## src/rtl/pipeline_control_irq_pkg.sv

```systemverilog
// Shared types and constants for the IRQ entry dispatcher.
package pipeline_control_irq_pkg;

    typedef enum logic [2:0] {
        ST_IDLE,
        ST_REQ_FLAGS,
        ST_WAIT_FLAGS,
        ST_REQ_HDL,
        ST_WAIT_HDL,
        ST_DONE
    } irq_state_t;

    localparam int          IRQ_FLAG_VALID_BIT  = 0;
    localparam logic [1:0]  LDST_ORDER_WORD     = 2'b10;
    localparam logic [31:0] IRQ_HDL_WORD_OFFSET = 32'd4;

endpackage

```

## src/rtl/pipeline_control_irq_hundler_cache.sv

```systemverilog
// Direct-mapped handler cache for the IRQ dispatcher (MIST32_IRQ_HUNDLER_CACHE_EN builds only).
// Any change of the IDT base invalidates every entry.
module pipeline_control_irq_hundler_cache
    import pipeline_control_irq_pkg::*;
#(
    parameter int IRQ_NUM_W   = 7,
    parameter int CACHE_DEPTH = 4
)(
    input  logic                 iCLOCK,
    input  logic                 iRESET,
    input  logic                 iFLUSH,
    input  logic [31:0]          iIDTR,
    input  logic [IRQ_NUM_W-1:0] iLOOKUP_NUM,
    output logic                 oHIT,
    output logic [31:0]          oHIT_HDL,
    input  logic                 iFILL,
    input  logic [IRQ_NUM_W-1:0] iFILL_NUM,
    input  logic [31:0]          iFILL_HDL
);
    localparam int IDX_W = $clog2(CACHE_DEPTH);

    logic [CACHE_DEPTH-1:0] r_vld;
    logic [IRQ_NUM_W-1:0]   r_tag  [CACHE_DEPTH];
    logic [31:0]            r_data [CACHE_DEPTH];
    logic [31:0]            r_prev_idtr;

    logic                   w_idtr_chg;
    logic                   w_flush;
    logic [IDX_W-1:0]       w_lk_idx;
    logic [IDX_W-1:0]       w_fill_idx;

    assign w_idtr_chg = (iIDTR != r_prev_idtr);
    assign w_flush    = iFLUSH | w_idtr_chg;
    assign w_lk_idx   = iLOOKUP_NUM[IDX_W-1:0];
    assign w_fill_idx = iFILL_NUM[IDX_W-1:0];

    // A hit is suppressed in a flush cycle so a stale entry never escapes.
    assign oHIT     = r_vld[w_lk_idx] && (r_tag[w_lk_idx] == iLOOKUP_NUM) && !w_flush;
    assign oHIT_HDL = r_data[w_lk_idx];

    always_ff @(posedge iCLOCK or posedge iRESET) begin
        if (iRESET) begin
            r_vld       <= '0;
            r_prev_idtr <= '0;
        end else begin
            r_prev_idtr <= iIDTR;
            if (w_flush)
                r_vld <= '0;
            else if (iFILL)
                r_vld[w_fill_idx] <= 1'b1;
        end
    end

    always_ff @(posedge iCLOCK) begin
        if (iFILL) begin
            r_tag[w_fill_idx]  <= iFILL_NUM;
            r_data[w_fill_idx] <= iFILL_HDL;
        end
    end

endmodule

```

## src/rtl/pipeline_control_irq_dispatch.sv

```systemverilog
// IRQ entry dispatcher: reads flags then handler word of an IDT entry over the LDST port.
// Optional handler cache enabled by defining MIST32_IRQ_HUNDLER_CACHE_EN.
module pipeline_control_irq_dispatch
    import pipeline_control_irq_pkg::*;
#(
    parameter int IRQ_NUM_W       = 7,
    parameter int IDT_ENTRY_BYTES = 8,
    parameter int CACHE_DEPTH     = 4
)(
    input  logic                 iCLOCK,
    input  logic                 iRESET,
    input  logic                 iRESET_SYNC,
    input  logic [31:0]          iSYSREG_IDTR,
    input  logic                 iIRQ_START,
    input  logic [IRQ_NUM_W-1:0] iIRQ_NUM,
    input  logic                 iCACHE_FLUSH,
    output logic                 oBUSY,
    output logic                 oFINISH,
    output logic                 oFINISH_VALID,
    output logic [31:0]          oFINISH_HUNDLER,
    output logic                 oLDST_USE,
    output logic                 oLDST_REQ,
    input  logic                 iLDST_BUSY,
    output logic [1:0]           oLDST_ORDER,
    output logic                 oLDST_RW,
    output logic [31:0]          oLDST_ADDR,
    output logic [31:0]          oLDST_DATA,
    input  logic                 iLDST_REQ,
    input  logic [31:0]          iLDST_DATA
);
    localparam int ENT_SHIFT = $clog2(IDT_ENTRY_BYTES);

    irq_state_t           r_state, w_next;
    logic [31:0]          r_idtr;
    logic [IRQ_NUM_W-1:0] r_num;
    logic                 r_finish;
    logic                 r_valid;
    logic [31:0]          r_hdl;
    logic                 r_discard;

    logic                 w_start_ok;
    logic                 w_hit;
    logic [31:0]          w_hit_hdl;
    logic                 w_outstanding;
    logic [31:0]          w_base;
    logic                 w_flags_ok;

    assign w_start_ok = (r_state == ST_IDLE) && iIRQ_START && !r_discard;
    assign w_base     = r_idtr + (32'(r_num) << ENT_SHIFT);
    assign w_flags_ok = iLDST_DATA[IRQ_FLAG_VALID_BIT];

    // A load is in flight if it is accepted this cycle or awaited without data now.
    assign w_outstanding = ((r_state == ST_REQ_FLAGS || r_state == ST_REQ_HDL) && !iLDST_BUSY) ||
                           ((r_state == ST_WAIT_FLAGS || r_state == ST_WAIT_HDL) && !iLDST_REQ);

    always_comb begin
        w_next = r_state;
        case (r_state)
            ST_IDLE:       if (w_start_ok) w_next = w_hit ? ST_DONE : ST_REQ_FLAGS;
            ST_REQ_FLAGS:  if (!iLDST_BUSY) w_next = ST_WAIT_FLAGS;
            ST_WAIT_FLAGS: if (iLDST_REQ) w_next = w_flags_ok ? ST_REQ_HDL : ST_DONE;
            ST_REQ_HDL:    if (!iLDST_BUSY) w_next = ST_WAIT_HDL;
            ST_WAIT_HDL:   if (iLDST_REQ) w_next = ST_DONE;
            ST_DONE:       w_next = ST_IDLE;
            default:       w_next = ST_IDLE;
        endcase
        if (iRESET_SYNC)
            w_next = ST_IDLE;
    end

    always_ff @(posedge iCLOCK or posedge iRESET) begin
        if (iRESET)
            r_state <= ST_IDLE;
        else
            r_state <= w_next;
    end

    always_ff @(posedge iCLOCK or posedge iRESET) begin
        if (iRESET)
            r_discard <= 1'b0;
        else if (iRESET_SYNC && w_outstanding)
            r_discard <= 1'b1;
        else if (r_discard && iLDST_REQ)
            r_discard <= 1'b0;
    end

    always_ff @(posedge iCLOCK or posedge iRESET) begin
        if (iRESET) begin
            r_idtr   <= '0;
            r_num    <= '0;
            r_finish <= 1'b0;
            r_valid  <= 1'b0;
            r_hdl    <= '0;
        end else begin
            r_finish <= (w_next == ST_DONE);
            if (iRESET_SYNC) begin
                r_valid <= 1'b0;
                r_hdl   <= '0;
            end else if (w_start_ok) begin
                r_idtr <= iSYSREG_IDTR;
                r_num  <= iIRQ_NUM;
                if (w_hit) begin
                    r_valid <= 1'b1;
                    r_hdl   <= w_hit_hdl;
                end
            end else if (r_state == ST_WAIT_FLAGS && iLDST_REQ && !w_flags_ok) begin
                r_valid <= 1'b0;
                r_hdl   <= '0;
            end else if (r_state == ST_WAIT_HDL && iLDST_REQ) begin
                r_valid <= 1'b1;
                r_hdl   <= iLDST_DATA;
            end
        end
    end

`ifdef MIST32_IRQ_HUNDLER_CACHE_EN
    logic w_fill;
    // Skip the fill if the table base moved while the entry was being read.
    assign w_fill = (r_state == ST_WAIT_HDL) && iLDST_REQ && !iRESET_SYNC &&
                    (r_idtr == iSYSREG_IDTR);

    pipeline_control_irq_hundler_cache #(
        .IRQ_NUM_W   (IRQ_NUM_W),
        .CACHE_DEPTH (CACHE_DEPTH)
    ) u_cache (
        .iCLOCK      (iCLOCK),
        .iRESET      (iRESET),
        .iFLUSH      (iCACHE_FLUSH | iRESET_SYNC),
        .iIDTR       (iSYSREG_IDTR),
        .iLOOKUP_NUM (iIRQ_NUM),
        .oHIT        (w_hit),
        .oHIT_HDL    (w_hit_hdl),
        .iFILL       (w_fill),
        .iFILL_NUM   (r_num),
        .iFILL_HDL   (iLDST_DATA)
    );
`else
    logic w_unused_flush;
    assign w_unused_flush = iCACHE_FLUSH;
    assign w_hit          = 1'b0;
    assign w_hit_hdl      = '0;
`endif

    assign oBUSY           = (r_state != ST_IDLE);
    assign oLDST_USE       = (r_state != ST_IDLE) && (r_state != ST_DONE);
    assign oLDST_REQ       = (r_state == ST_REQ_FLAGS) || (r_state == ST_REQ_HDL);
    assign oLDST_ADDR      = (r_state == ST_REQ_FLAGS || r_state == ST_WAIT_FLAGS) ? w_base :
                             (r_state == ST_REQ_HDL   || r_state == ST_WAIT_HDL)   ?
                             w_base + IRQ_HDL_WORD_OFFSET : 32'd0;
    assign oLDST_ORDER     = LDST_ORDER_WORD;
    assign oLDST_RW        = 1'b0;
    assign oLDST_DATA      = 32'd0;
    assign oFINISH         = r_finish;
    assign oFINISH_VALID   = r_valid;
    assign oFINISH_HUNDLER = r_hdl;

endmodule

```

## config.mk

```make
export PLATFORM = sky130hd
export DESIGN_NAME = pipeline_control_irq_dispatch
export DESIGN_NICKNAME = d
export VERILOG_FILES = /design/src/rtl/pipeline_control_irq_pkg.sv /design/src/rtl/pipeline_control_irq_hundler_cache.sv /design/src/rtl/pipeline_control_irq_dispatch.sv
export SDC_FILE = /design/constraint.sdc
export NUM_CORES = 1
export LEC_CHECK = 0
export BUFFER_PORTS_ARGS = -buffer_cell sky130_fd_sc_hd__buf_2
export CAP_MARGIN = 5
export CORE_UTILIZATION = 43
export DETAILED_ROUTE_END_ITERATION = 8
export PLACE_DENSITY = 0.7
export SETUP_SLACK_MARGIN = 0.02
export SYNTH_ARGS = -nofsm -noshare
export SYNTH_HDL_FRONTEND = slang
export SYNTH_SLANG_ARGS = --single-unit
```

## constraint.sdc

```tcl
create_clock -name iCLOCK -period 6.8 [get_ports iCLOCK]
set_input_delay 0.68 -clock iCLOCK [delete_from_list [all_inputs] [get_ports iCLOCK]]
set_output_delay 0.68 -clock iCLOCK [all_outputs]
set_load 0.01 [all_outputs]
```

**Yosys cells after proc, flatten, opt, wreduce, memory -nomap -nowiden**

Cells that the tools add are included.

- Add/sub/neg operators: 2
- Multipliers: 0
- Div/mod/pow operators: 0
- Order comparisons: 0
- Eq/ne operators: 7
- Shift operators: 0
- Muxes and demuxes: 20
- Bitwise gates (word level): 1
- Reduce and logical (&&, ||, !) cells: 25

Operators with widths:

| operator | count |
|---|---|
| $mux 32 | 6 |
| $add 32x10->32 | 1 |
| $add 32x3->32 const B | 1 |
| $mux 3 | 7 |
| $pmux 3 s5 | 1 |
| $logic_and 1x1->1 | 10 |
| $eq 3x2->1 const B | 2 |
| $eq 3x3->1 const B | 2 |
| $mux 1 | 6 |
| $reduce_bool 3->1 | 2 |
| $logic_or 1x1->1 | 5 |
| $logic_not 1->1 | 4 |
| $reduce_and 2->1 | 2 |
| $eq 3x1->1 const B | 1 |
| $logic_not 3->1 | 1 |
| $ne 3x3->1 const B | 1 |
| $ne 2x2->1 const B | 1 |
| $reduce_bool 2->1 | 1 |
| $not 1->1 | 1 |

- Bits in registers: 77
- Latch bits: 0
- RAM bits: 0
- ROM bits: 0
- Logic and storage cells: 62
- Memories kept: 0

**Longest topological paths before layout**

Gate-level depths: netlist of the first run.

- Word-level depth: 7
- Mapped depth: 11
- Mapped depth without buffers: 10

**Worst setup path after synthesis of the first run**

No wires, ideal clock.

- Kind: reg-to-output
- Start: register r_idtr[3]
- End: output port oLDST_ADDR[31]
- Data arrival time: 3.611 ns
- Required time: 6.120 ns
- Slack: 2.509 ns
- Cell stages (with the launch flop): 12
- Path buffers: 1
- Cell sequence: dfrtp_1 > ha_1 > fa_1 > a211o_2 > a2111oi_4 > nor2_2 > xnor2_1 > or3_1 > buf_2 > or4_4 > nor4_1 > mux2i_1

- Cells in the longest elaborated chain, start to end: 4

Ends and longest elaborated chain:

| what | RTL line | text |
|---|---|---|
| from (decl) | pipeline_control_irq_dispatch.sv:34 | `logic [31:0] r_idtr;` |
| from (signal assigned) | pipeline_control_irq_dispatch.sv:100 | `r_idtr <= iSYSREG_IDTR;` |
| $add 32x10->32 * | pipeline_control_irq_dispatch.sv:49 | `assign w_base = r_idtr + (32'(r_num) << ENT_SHIFT);` |
| $add 32x3->32 | pipeline_control_irq_dispatch.sv:149 | `w_base + IRQ_HDL_WORD_OFFSET : 32'd0;` |
| $mux 32 | pipeline_control_irq_dispatch.sv:148 | `(r_state == ST_REQ_HDL \|\| r_state == ST_WAIT_HDL) ?` |
| $mux 32 * | pipeline_control_irq_dispatch.sv:147 | `assign oLDST_ADDR = (r_state == ST_REQ_FLAGS \|\| r_state == ST_WAIT_FLAGS) ? w_base :` |
| to (decl) | pipeline_control_irq_dispatch.sv:26 | `output logic [31:0] oLDST_ADDR,` |

Every way passes the cells marked *; elsewhere a longest branch is shown, timed or not.

**Worst setup path after layout of the first run**

- Start: register r_idtr[3]
- End: output port oLDST_ADDR[20]

The elaborated chain is that of the path after synthesis.

==> tab_implementation.tex, run 1 <==
\begin{tabular}{lr}
\hline
Metric & Value \\
\hline
\multicolumn{2}{l}{\textbf{Clock network}} \\
Cell at the root of the clock tree & clkbuf\_16 \\
Clk buf depth & 2 \\
CTS Buf Count & 9 \\
Count of instances resized after the clock tree is built & 0 \\
Clock tree from TritonCTS & yes \\
Count of hold buffers inserted by post-cts repair & 0 \\
Worst-path clk slew & 60 ps \\
Number of buffers inserted to repair setup after CTS & 0 \\
H-Tree Depth & 3 \\
Clock latency on the worst-skew pair & 330 ps \\
CTS sink count & 77 \\
\multicolumn{2}{l}{\textbf{Die}} \\
Cell row count & 40 \\
Initial core utilization & 0.442 \\
DIE WIDTH & 113 microns \\
Area of the die & 12900 sq um \\
Y dimension of the die & 113 microns \\
Core Box Area & 12100 sq um \\
Number of primary I/O pins & 182 \\
\multicolumn{2}{l}{\textbf{Worst setup path}} \\
Endpoint arrival time on the critical path & 4390 ps \\
Standard cell with the maximum stage delay on the critical path & nor4b\_2 \\
Crit. path cell count & 11 \\
Crit path top cell by count & nor3\_1 \\
Flop-to-flop setup slack & 3990 ps \\
Start of the worst register-to-register path & r\_state[1] \\
Dominant delay contributor by cell family on the critical path & simple AND/OR/NAND/NOR gates \\
Startpoint class of the critical path & flop \\
Stage delay of the slowest cell on the critical path & 670 ps \\
Capturing element type of the critical path & primary output \\
Critical path type & flop to primary output \\
Required time of the critical path & 6120 ps \\
Crit Reg-Reg Endpoint & oFINISH\_HUNDLER[12] \\
Crit path buf inv count & 1 \\
Largest fanout on the critical path & 9 \\
Capture point of the worst path & oLDST\_ADDR[20] \\
Critical-path cell list & ha\_1, fa\_1, a211o\_2, and2\_1, a211oi\_1, nand4\_1, nor3\_1, nor4b\_2, a21boi\_0, nor3\_1, buf\_2 \\
Reg2Reg Depth & 7 \\
CP Launch Point & r\_idtr[3] \\
\multicolumn{2}{l}{\textbf{Flow run}} \\
Count of max-cap constraint violations & 0 \\
\multicolumn{2}{l}{\textbf{Route}} \\
Met3 routed wirelength & 693 microns \\
Wire length per cell after detailed routing & 14.8 microns \\
Vias per inst & 5.44 \\
Final antenna-violating net count & 0 \\
Vias after detailed routing & 4681 \\
Routed wire length on met2 & 5840 microns \\
Wire length on met1 & 5940 microns \\
Post-detailed-route DRC marker count & 0 \\
Top Layer Used & met4 \\
Number of detailed-route iterations in the first pass & 5 \\
Final wirelength & 12700 microns \\
Starting DRC count in detailed routing & 288 \\
\multicolumn{2}{l}{\textbf{Placed design}} \\
Port-buffer cells & 145 \\
Placed cell area & 6030 sq um \\
Pre-CTS setup slack & 2110 ps \\
Gpl congestion & 0.846 \\
Post-DP HPWL & 9740 microns \\
\multicolumn{2}{l}{\textbf{Global routing}} \\
Initial antenna violation count & 0 \\
Final global-route overflow total & 0 \\
Maximum number of pins on one net before global-route repair & 78 \\
Vias in the first global route & 4274 \\
Total routing resource utilization after global routing & 0.203 \\
Wire length of the first global-routing pass & 21100 microns \\
\multicolumn{2}{l}{\textbf{STA}} \\
Hold violation total from the final report & 0 \\
Final worst clock skew & 6.71 ps \\
Minimum period implied by the final worst setup slack & 5070 ps \\
Transition time at the pin with the least slew margin & 940 ps \\
Setup violation total in the final timing report & 0 \\
Worst max-slew margin expressed relative to the limit & 0.373 \\
Hold Worst Slack & 478 ps \\
RSZ-0062 raised after global routing & false \\
Final Cycle Share & 0.746 \\
Post-route setup slack & 1730 ps \\
Setup tns final & 0 ps \\
Max Transition Viols Final & 0 \\
Max Freq & 197 MHz \\
\multicolumn{2}{l}{\textbf{Min path}} \\
Launch point of the worst hold path & oFINISH\_VALID \\
Classification of the worst-slack hold path & flop to flop \\
\multicolumn{2}{l}{\textbf{Finish}} \\
Nets@finish & 775 \\
Design area & 6340 sq um \\
Share of post-route cells with drive strength above 1 & 0.324 \\
Area growth from synthesis to layout & 18.8\% \\
Antenna Cells & 0 \\
\multicolumn{2}{l}{\textbf{Synthesis}} \\
Simple logic cell fraction of the synthesized area & 0.193 \\
Synth async-reset ratio & 1.00 \\
Warning count from the yosys run & 0 \\
Sequential element share of the synthesized area & 0.361 \\
Combinational family with the most area after synthesis & simple AND/OR/NAND/NOR gates \\
Xor-xnor portion of the synthesized cell area & 0.0788 \\
Synthesized instance count & 563 \\
Avg Inst Size Synth & 9.48 sq um \\
Share of synthesized cell area in full adder, half adder and majority cells & 0.0225 \\
Synthesis-stage register bit count & 77 \\
Most common flop cell mapped by yosys & dfrtp\_1 \\
Area fraction in compound gates after synthesis & 0.167 \\
Area of the mapped netlist & 5340 sq um \\
Number of enable-type register cells in the synthesized netlist & 0 \\
Post-synthesis mux area share & 0.0959 \\
Number of different library cells in the post-synthesis netlist & 63 \\
\multicolumn{2}{l}{\textbf{Power}} \\
Switching power & 930 uW \\
Switching part of the total power & 0.422 \\
Combinational fraction of design power & 0.491 \\
Leakage power of the design & 2.99 nW \\
Maximum VDD drop & 193 uV \\
Ratio of total power to cell area & 348 nW/um\^{}2 \\
Share of total power in sequential cells & 0.299 \\
Share of total power in the clock network & 0.210 \\
Pint & 1.28 mW \\
\multicolumn{2}{l}{\textbf{Run status}} \\
Run status & complete, no violations \\
\hline
\end{tabular}
-- through the flow --
step,total power [mW],utilization,cells
after global routing,2.36,0.526,860
final,2.21,0.526,860
after detailed placement,1.74,0.500,844
after global placement,1.70,0.500,844
after CTS,2.21,0.524,859
after floorplan,1.49,-,596
-- layer usage --
layer / vias up / global-route usage
met3: 17 / 0.0372
li1: 2244 / -
met5: - / 0
met1: 2227 / 0.283
met2: 193 / 0.318
met4: 0 / 0.0693
-- final cells by class --
class                   instances  area [sq um]
clock buffers                   9           225
clock inverters                 6          65.1
fillers                      1101          5720
inverters                       8          31.3
multi-input cells             443          3120
flip-flops and latches         77          1930
well taps                     168           210
repair buffers                149           763
-- power by group through the flow --
stage | clock network, mW | registers [mW] | logic, mW
finish | 0.463 | 0.660 | 1.08
CTS | 0.476 | 0.657 | 1.08
global route | 0.494 | 0.675 | 1.20
global placement | 0 | 0.658 | 1.04
detailed placement | 0 | 0.665 | 1.07
floorplan | 0 | 0.602 | 0.886
-- sequential cells by signal, indices dropped and copies added, names as in the netlist --
register and count:
r_state 3, oFINISH_VALID 1, oFINISH 1, r_discard 1, r_num 7, oFINISH_HUNDLER 32
r_idtr 32
-- worst register-to-register path, stage by stage (launching register included) --
cell	delay (ps)
dfrtp_1	690
clkinv_1	400
nor2_1	590
a21oi_1	170
nor3b_1	260
nor2_2	140
buf_8	190
a22o_1	260
-- cell usage in the layout (no fill, tap or decap), types with 8 or more instances in the layout --
| cell type | instances |
|---|---|
| nand4_1 | 12 |
| a22o_1 | 31 |
| o22ai_1 | 9 |
| xnor2_1 | 25 |
| o21ai_0 | 11 |
| a22oi_1 | 8 |
| ha_1 | 8 |
| nor3_1 | 17 |
| nand3_1 | 19 |
| mux2_2 | 41 |
| and3_1 | 14 |
| a21oi_1 | 16 |
| conb_1 | 35 |
| nor4_1 | 14 |
| nor2b_1 | 8 |
| buf_2 | 145 |
| nor3b_1 | 8 |
| clkbuf_16 | 9 |
| xor2_1 | 23 |
| nor2_1 | 29 |
| nand2_1 | 31 |
| dfrtp_1 | 77 |
-- kinds of logic (layout without fill, tap and decap cells) --
group	Yosys count	after routing
compound gates	116	116
xor+xnor	48	48
fa+ha+maj	9	9
buf+inv	76	172
flops	77	77
mux	46	46
other cells	2	35
simple gates	189	189
-- synth_stat cells (9+ instances only) --
library cell | count | area share
nor2_1 | 30 | 0.021
nand2_1 | 31 | 0.022
dfrtp_1 | 77 | 0.36
o22ai_1 | 9 | 0.011
nor3b_1 | 9 | 0.013
xor2_1 | 23 | 0.038
and3_1 | 14 | 0.016
nor4_1 | 14 | 0.016
nand3_1 | 19 | 0.018
o21ai_0 | 11 | 0.010
buf_4 | 36 | 0.051
a22o_1 | 31 | 0.051
xnor2_1 | 25 | 0.041
a21oi_1 | 16 | 0.015
mux2_2 | 41 | 0.087
nand4_1 | 12 | 0.014
nor3_1 | 17 | 0.016
clkbuf_1 | 27 | 0.019
-- worst min path at each step --
stage          cells after the start  slack [ps]                 end
2_1_floorplan                      1         470           r_idtr[0]
3_3_place_gp                       1         460       oFINISH_VALID
3_5_place_dp                       1         470       oFINISH_VALID
4_1_cts                            1         480       oFINISH_VALID
5_1_grt                            2         510  oFINISH_HUNDLER[0]
6_report                           1         480       oFINISH_VALID
Power figures use the tool's default switching activity.
==> inputs of run 2 (changes only) <==
clock period = 5.1 ns   (was 6.8 ns; I/O delays follow)
==> tab_implementation.tex, run 2 (same netlist as run 1, synthesis figures left out) <==
\begin{tabular}{lr}
\hline
Metric & Value \\
\hline
\multicolumn{2}{l}{\textbf{Run status}} \\
Run status & complete, no violations \\
\multicolumn{2}{l}{\textbf{Clock network}} \\
Clock latency on the worst-skew pair & 330 ps \\
Count of hold buffers inserted by post-cts repair & 0 \\
CTS Buf Count & 9 \\
Clock tree from TritonCTS & yes \\
Worst-path clk slew & 60 ps \\
H-Tree Depth & 3 \\
Cell at the root of the clock tree & clkbuf\_16 \\
Clk buf depth & 2 \\
CTS sink count & 77 \\
\multicolumn{2}{l}{\textbf{STA}} \\
Max Freq & 204 MHz \\
Worst max-slew margin expressed relative to the limit & 0.371 \\
Hold violation total from the final report & 0 \\
Post-route setup slack & 206 ps \\
RSZ-0062 raised after global routing & false \\
Final worst clock skew & 7.49 ps \\
Setup tns final & 0 ps \\
Setup violation total in the final timing report & 0 \\
Minimum period implied by the final worst setup slack & 4890 ps \\
Max Transition Viols Final & 0 \\
Transition time at the pin with the least slew margin & 943 ps \\
Final Cycle Share & 0.960 \\
Hold Worst Slack & 394 ps \\
\multicolumn{2}{l}{\textbf{Die}} \\
Cell row count & 40 \\
DIE WIDTH & 113 microns \\
Number of primary I/O pins & 182 \\
Core Box Area & 12100 sq um \\
Initial core utilization & 0.442 \\
Y dimension of the die & 113 microns \\
Area of the die & 12900 sq um \\
\multicolumn{2}{l}{\textbf{Placed design}} \\
Pre-CTS setup slack & 543 ps \\
Port-buffer cells & 145 \\
Placed cell area & 6050 sq um \\
Post-DP HPWL & 9840 microns \\
Gpl congestion & 0.834 \\
Number of instances in the placed design & 846 \\
\multicolumn{2}{l}{\textbf{Global routing}} \\
Final global-route overflow total & 0 \\
Total routing resource utilization after global routing & 0.205 \\
Maximum number of pins on one net before global-route repair & 78 \\
Vias in the first global route & 4330 \\
Wire length of the first global-routing pass & 21200 microns \\
Initial antenna violation count & 0 \\
\multicolumn{2}{l}{\textbf{Finish}} \\
Design area & 6360 sq um \\
Commonest non-fill, non-tap cell in the layout & buf\_2 \\
Core utilization of the finished layout & 0.527 \\
Number of fill cells in the layout & 1105 \\
Area taken by flip-flops and latches & 1930 sq um \\
Area growth from synthesis to layout & 19.2\% \\
Number of standard cells in the layout, taps in and fillers out & 863 \\
Share of post-route cells with drive strength above 1 & 0.328 \\
Combined area of the multi-input logic cells & 3130 sq um \\
Nets@finish & 778 \\
Antenna Cells & 0 \\
Highest-count cells in the layout ignoring fill and taps & buf\_2, dfrtp\_1, mux2\_2 \\
\multicolumn{2}{l}{\textbf{Route}} \\
Starting DRC count in detailed routing & 230 \\
Final antenna-violating net count & 0 \\
Post-detailed-route DRC marker count & 0 \\
Final wirelength & 13100 microns \\
Vias after detailed routing & 4696 \\
Vias per inst & 5.44 \\
Number of detailed-route iterations in the first pass & 4 \\
Wire length per cell after detailed routing & 15.1 microns \\
\multicolumn{2}{l}{\textbf{Worst setup path}} \\
Critical path type & flop to primary output \\
Capturing element type of the critical path & primary output \\
Crit path buf inv count & 1 \\
Stage delay of the slowest cell on the critical path & 570 ps \\
Standard cell with the maximum stage delay on the critical path & or4\_4 \\
Dominant delay contributor by cell family on the critical path & simple AND/OR/NAND/NOR gates \\
Endpoint arrival time on the critical path & 4380 ps \\
Startpoint class of the critical path & flop \\
Largest fanout on the critical path & 10 \\
Critical-path cell list & ha\_1, fa\_1, a211o\_2, a2111oi\_4, nor2\_2, xnor2\_1, or3\_1, or4\_4, nor4\_1, mux2i\_1, buf\_2 \\
Required time of the critical path & 4590 ps \\
\multicolumn{2}{l}{\textbf{Power}} \\
Leakage power of the design & 3.01 nW \\
Maximum VDD drop & 237 uV \\
Ratio of total power to cell area & 465 nW/um\^{}2 \\
Total power consumption of the routed design & 2.96 mW \\
\multicolumn{2}{l}{\textbf{Min path}} \\
Classification of the worst-slack hold path & primary input to flop \\
\multicolumn{2}{l}{\textbf{Flow run}} \\
Count of max-cap constraint violations & 0 \\
\hline
\end{tabular}
## run 2: changes by cell type in the layout (fill, tap and decap cells not counted), sizes merged
| cell | change |
|---|---|
| buf | +3 |
| clkinv | -3 |
| clkinvlp | +2 |
| bufinv | -1 |
| clkbuf | +1 |
| inv | +1 |
## run 2: power by group
group | total (mW) | switching [mW] | internal, mW
clock network | 0.585 | 0.244 | 0.340
logic | 1.49 | 0.865 | 0.628
registers | 0.881 | 0.160 | 0.721
## run 2: final timing paths
check,start,to,slack (ps),cells past startpoint
max,r_idtr[3],oLDST_ADDR[31],210,11
min,iLDST_DATA[7],oFINISH_HUNDLER[7],390,2
max reg2reg,r_state[1],oFINISH_HUNDLER[12],2260,7
min reg2reg,oFINISH_HUNDLER[0],oFINISH_HUNDLER[0],480,2
max in group asynchronous,iRESET,r_idtr[3],4030,3
min in group asynchronous,iRESET,r_idtr[1],470,3
## run 2: final cells by class
class | count | area share
multi-input cells | 443 | 0.492
well taps | 168 | 0.0330
clock buffers | 10 | 0.0376
clock inverters | 5 | 0.00570
flip-flops and latches | 77 | 0.303
repair buffers | 152 | 0.124
inverters | 8 | 0.00492
## run 2: routing by layer
metal / vias to the layer above / share of wire / global-route usage
met5: - / 0 / 0
met4: 0 / 0.014 / 0.0702
met3: 12 / 0.063 / 0.0409
met2: 186 / 0.46 / 0.322
met1: 2243 / 0.46 / 0.283
li1: 2255 / - / -
## run 2: timing repair
item,CTS,global route
gates resized for setup,0,2
setup buffers,0,1
setup endpoints to repair,0,9
==> inputs of run 3 (changes only) <==
RECOVER_POWER = 100   (was default)
==> tab_implementation.tex, run 3 (same netlist as run 1, synthesis figures left out) <==
\begin{tabular}{lr}
\hline
Metric & Value \\
\hline
\multicolumn{2}{l}{\textbf{Placed design}} \\
Pre-CTS setup slack & 543 ps \\
Gpl congestion & 0.834 \\
Post-DP HPWL & 9840 microns \\
Port-buffer cells & 145 \\
Number of instances in the placed design & 846 \\
\multicolumn{2}{l}{\textbf{Power}} \\
Leakage power of the design & 2.73 nW \\
Combinational fraction of design power & 0.501 \\
Share of total power in sequential cells & 0.300 \\
Ratio of total power to cell area & 469 nW/um\^{}2 \\
Share of total power in the clock network & 0.199 \\
Maximum VDD drop & 238 uV \\
Pint & 1.67 mW \\
Switching part of the total power & 0.432 \\
Switching power & 1.27 mW \\
\multicolumn{2}{l}{\textbf{STA}} \\
Final worst clock skew & 7.56 ps \\
Post-route setup slack & 212 ps \\
Worst max-slew margin expressed relative to the limit & -1.67 \\
Hold violation total from the final report & 0 \\
Max Freq & 205 MHz \\
Setup tns final & 0 ps \\
Final Cycle Share & 0.958 \\
Setup violation total in the final timing report & 0 \\
RSZ-0062 raised after global routing & false \\
Max Transition Viols Final & 118 \\
Transition time at the pin with the least slew margin & 4000 ps \\
Minimum period implied by the final worst setup slack & 4890 ps \\
\multicolumn{2}{l}{\textbf{Worst setup path}} \\
Largest fanout on the critical path & 10 \\
Required time of the critical path & 4590 ps \\
Endpoint arrival time on the critical path & 4380 ps \\
Startpoint class of the critical path & flop \\
Capturing element type of the critical path & primary output \\
Critical path type & flop to primary output \\
\multicolumn{2}{l}{\textbf{Finish}} \\
Area taken by flip-flops and latches & 1930 sq um \\
Highest-count cells in the layout ignoring fill and taps & buf\_2, dfrtp\_1, clkbuf\_1 \\
Combined area of the multi-input logic cells & 3130 sq um \\
Number of standard cells in the layout, taps in and fillers out & 863 \\
Number of fill cells in the layout & 1141 \\
Share of post-route cells with drive strength above 1 & 0.233 \\
Area growth from synthesis to layout & 17.4\% \\
Antenna Cells & 0 \\
Nets@finish & 778 \\
Commonest non-fill, non-tap cell in the layout & buf\_2 \\
\multicolumn{2}{l}{\textbf{Die}} \\
Area of the die & 12900 sq um \\
DIE WIDTH & 113 microns \\
Number of primary I/O pins & 182 \\
Cell row count & 40 \\
Core Box Area & 12100 sq um \\
Initial core utilization & 0.442 \\
Y dimension of the die & 113 microns \\
\multicolumn{2}{l}{\textbf{Route}} \\
Wire length per cell after detailed routing & 15.0 microns \\
Final antenna-violating net count & 0 \\
Final wirelength & 13000 microns \\
Post-detailed-route DRC marker count & 0 \\
Vias after detailed routing & 4678 \\
Starting DRC count in detailed routing & 217 \\
Vias per inst & 5.42 \\
Number of detailed-route iterations in the first pass & 5 \\
\multicolumn{2}{l}{\textbf{Clock network}} \\
CTS sink count & 77 \\
Clock tree from TritonCTS & yes \\
H-Tree Depth & 3 \\
CTS Buf Count & 9 \\
Worst-path clk slew & 60 ps \\
Cell at the root of the clock tree & clkbuf\_16 \\
Clock latency on the worst-skew pair & 330 ps \\
Clk buf depth & 2 \\
\multicolumn{2}{l}{\textbf{Global routing}} \\
Initial antenna violation count & 0 \\
Total routing resource utilization after global routing & 0.205 \\
Vias in the first global route & 4330 \\
Wire length of the first global-routing pass & 21200 microns \\
Maximum number of pins on one net before global-route repair & 78 \\
Final global-route overflow total & 0 \\
\multicolumn{2}{l}{\textbf{Run status}} \\
Run status & finished with violations \\
Violations in the final reports & max-capacitance violations, max-slew violations \\
\multicolumn{2}{l}{\textbf{Flow run}} \\
Count of max-cap constraint violations & 2 \\
\multicolumn{2}{l}{\textbf{Min path}} \\
Classification of the worst-slack hold path & primary input to flop \\
\hline
\end{tabular}
-- run 3: changes by cell type in the layout (fill, tap and decap cells not counted), sizes merged --
cell	before	now
buf	152	87
clkinvlp	3	4
clkbuf	10	75
clkinv	3	2
-- run 3: per-stage QoR --
stage	hold WS, ps	total power, mW	cell area (sq um)	utilization
after global placement	461	2.29	6050	0.501
final	394	2.94	6260	0.519
after global routing	376	3.15	6260	0.519
after detailed placement	469	2.34	6050	0.501
after floorplan	471	1.98	5460	-
after CTS	381	2.94	6320	0.524
-- run 3: worst paths after layout --
kind / startpoint / to / slack [ps] / cells after the start
min in group asynchronous: iRESET / r_idtr[0] / 1750 / 3
worst min-delay path: iLDST_DATA[7] / oFINISH_HUNDLER[7] / 390 / 2
worst max-delay path: r_idtr[3] / oLDST_ADDR[31] / 210 / 11
max in group asynchronous: iRESET / r_idtr[3] / 1100 / 3
worst max register to register: r_state[0] / r_idtr[31] / 1810 / 4
worst min register to register: oFINISH_HUNDLER[0] / oFINISH_HUNDLER[0] / 490 / 2
-- run 3: routing by layer --
layer  global-route usage  wire, microns  vias to the layer above
li1                     -              -                     2255
met1                0.283           6040                     2230
met2                0.322           5980                      178
met3               0.0409            767                       15
met4               0.0702            184                        0
met5                    0              0                        -
-- run 3: area by class of cell --
class                           count  share of cell area
Timing Repair Buffer              152               0.110
Multi-Input combinational cell    443               0.500
Sequential cell                    77               0.308
Inverter                            8             0.00500
Clock inverter                      5             0.00579
Tap cell                          168              0.0336
Clock buffer                       10              0.0382
-- run 3: worst max-delay path, cell delays in order, from the launching register on --
cell and delay [ps]:
dfrtp_1 380, ha_1 230, fa_1 410, a211o_2 380
a2111oi_4 520, nor2_2 130, xnor2_1 180, or3_1 510
or4_4 570, nor4_1 340, mux2i_1 230, buf_2 150
-- run 3: what timing repair did --
item	4_1_cts	5_1_grt
setup endpoints to repair	0	9
setup buffers	0	1
hold buffers	0	0
resized for setup	0	2
-- run 3: power by group through the flow --
| stage | sequential, mW | clock [mW] | combinational [mW] |
|---|---|---|---|
| 5_1_grt | 0.904 | 0.621 | 1.62 |
| 3_5_place_dp | 0.887 | 0 | 1.45 |
| 6_report | 0.881 | 0.585 | 1.47 |
| 2_1_floorplan | 0.802 | 0 | 1.18 |
| 3_3_place_gp | 0.877 | 0 | 1.41 |
| 4_1_cts | 0.877 | 0.598 | 1.46 |
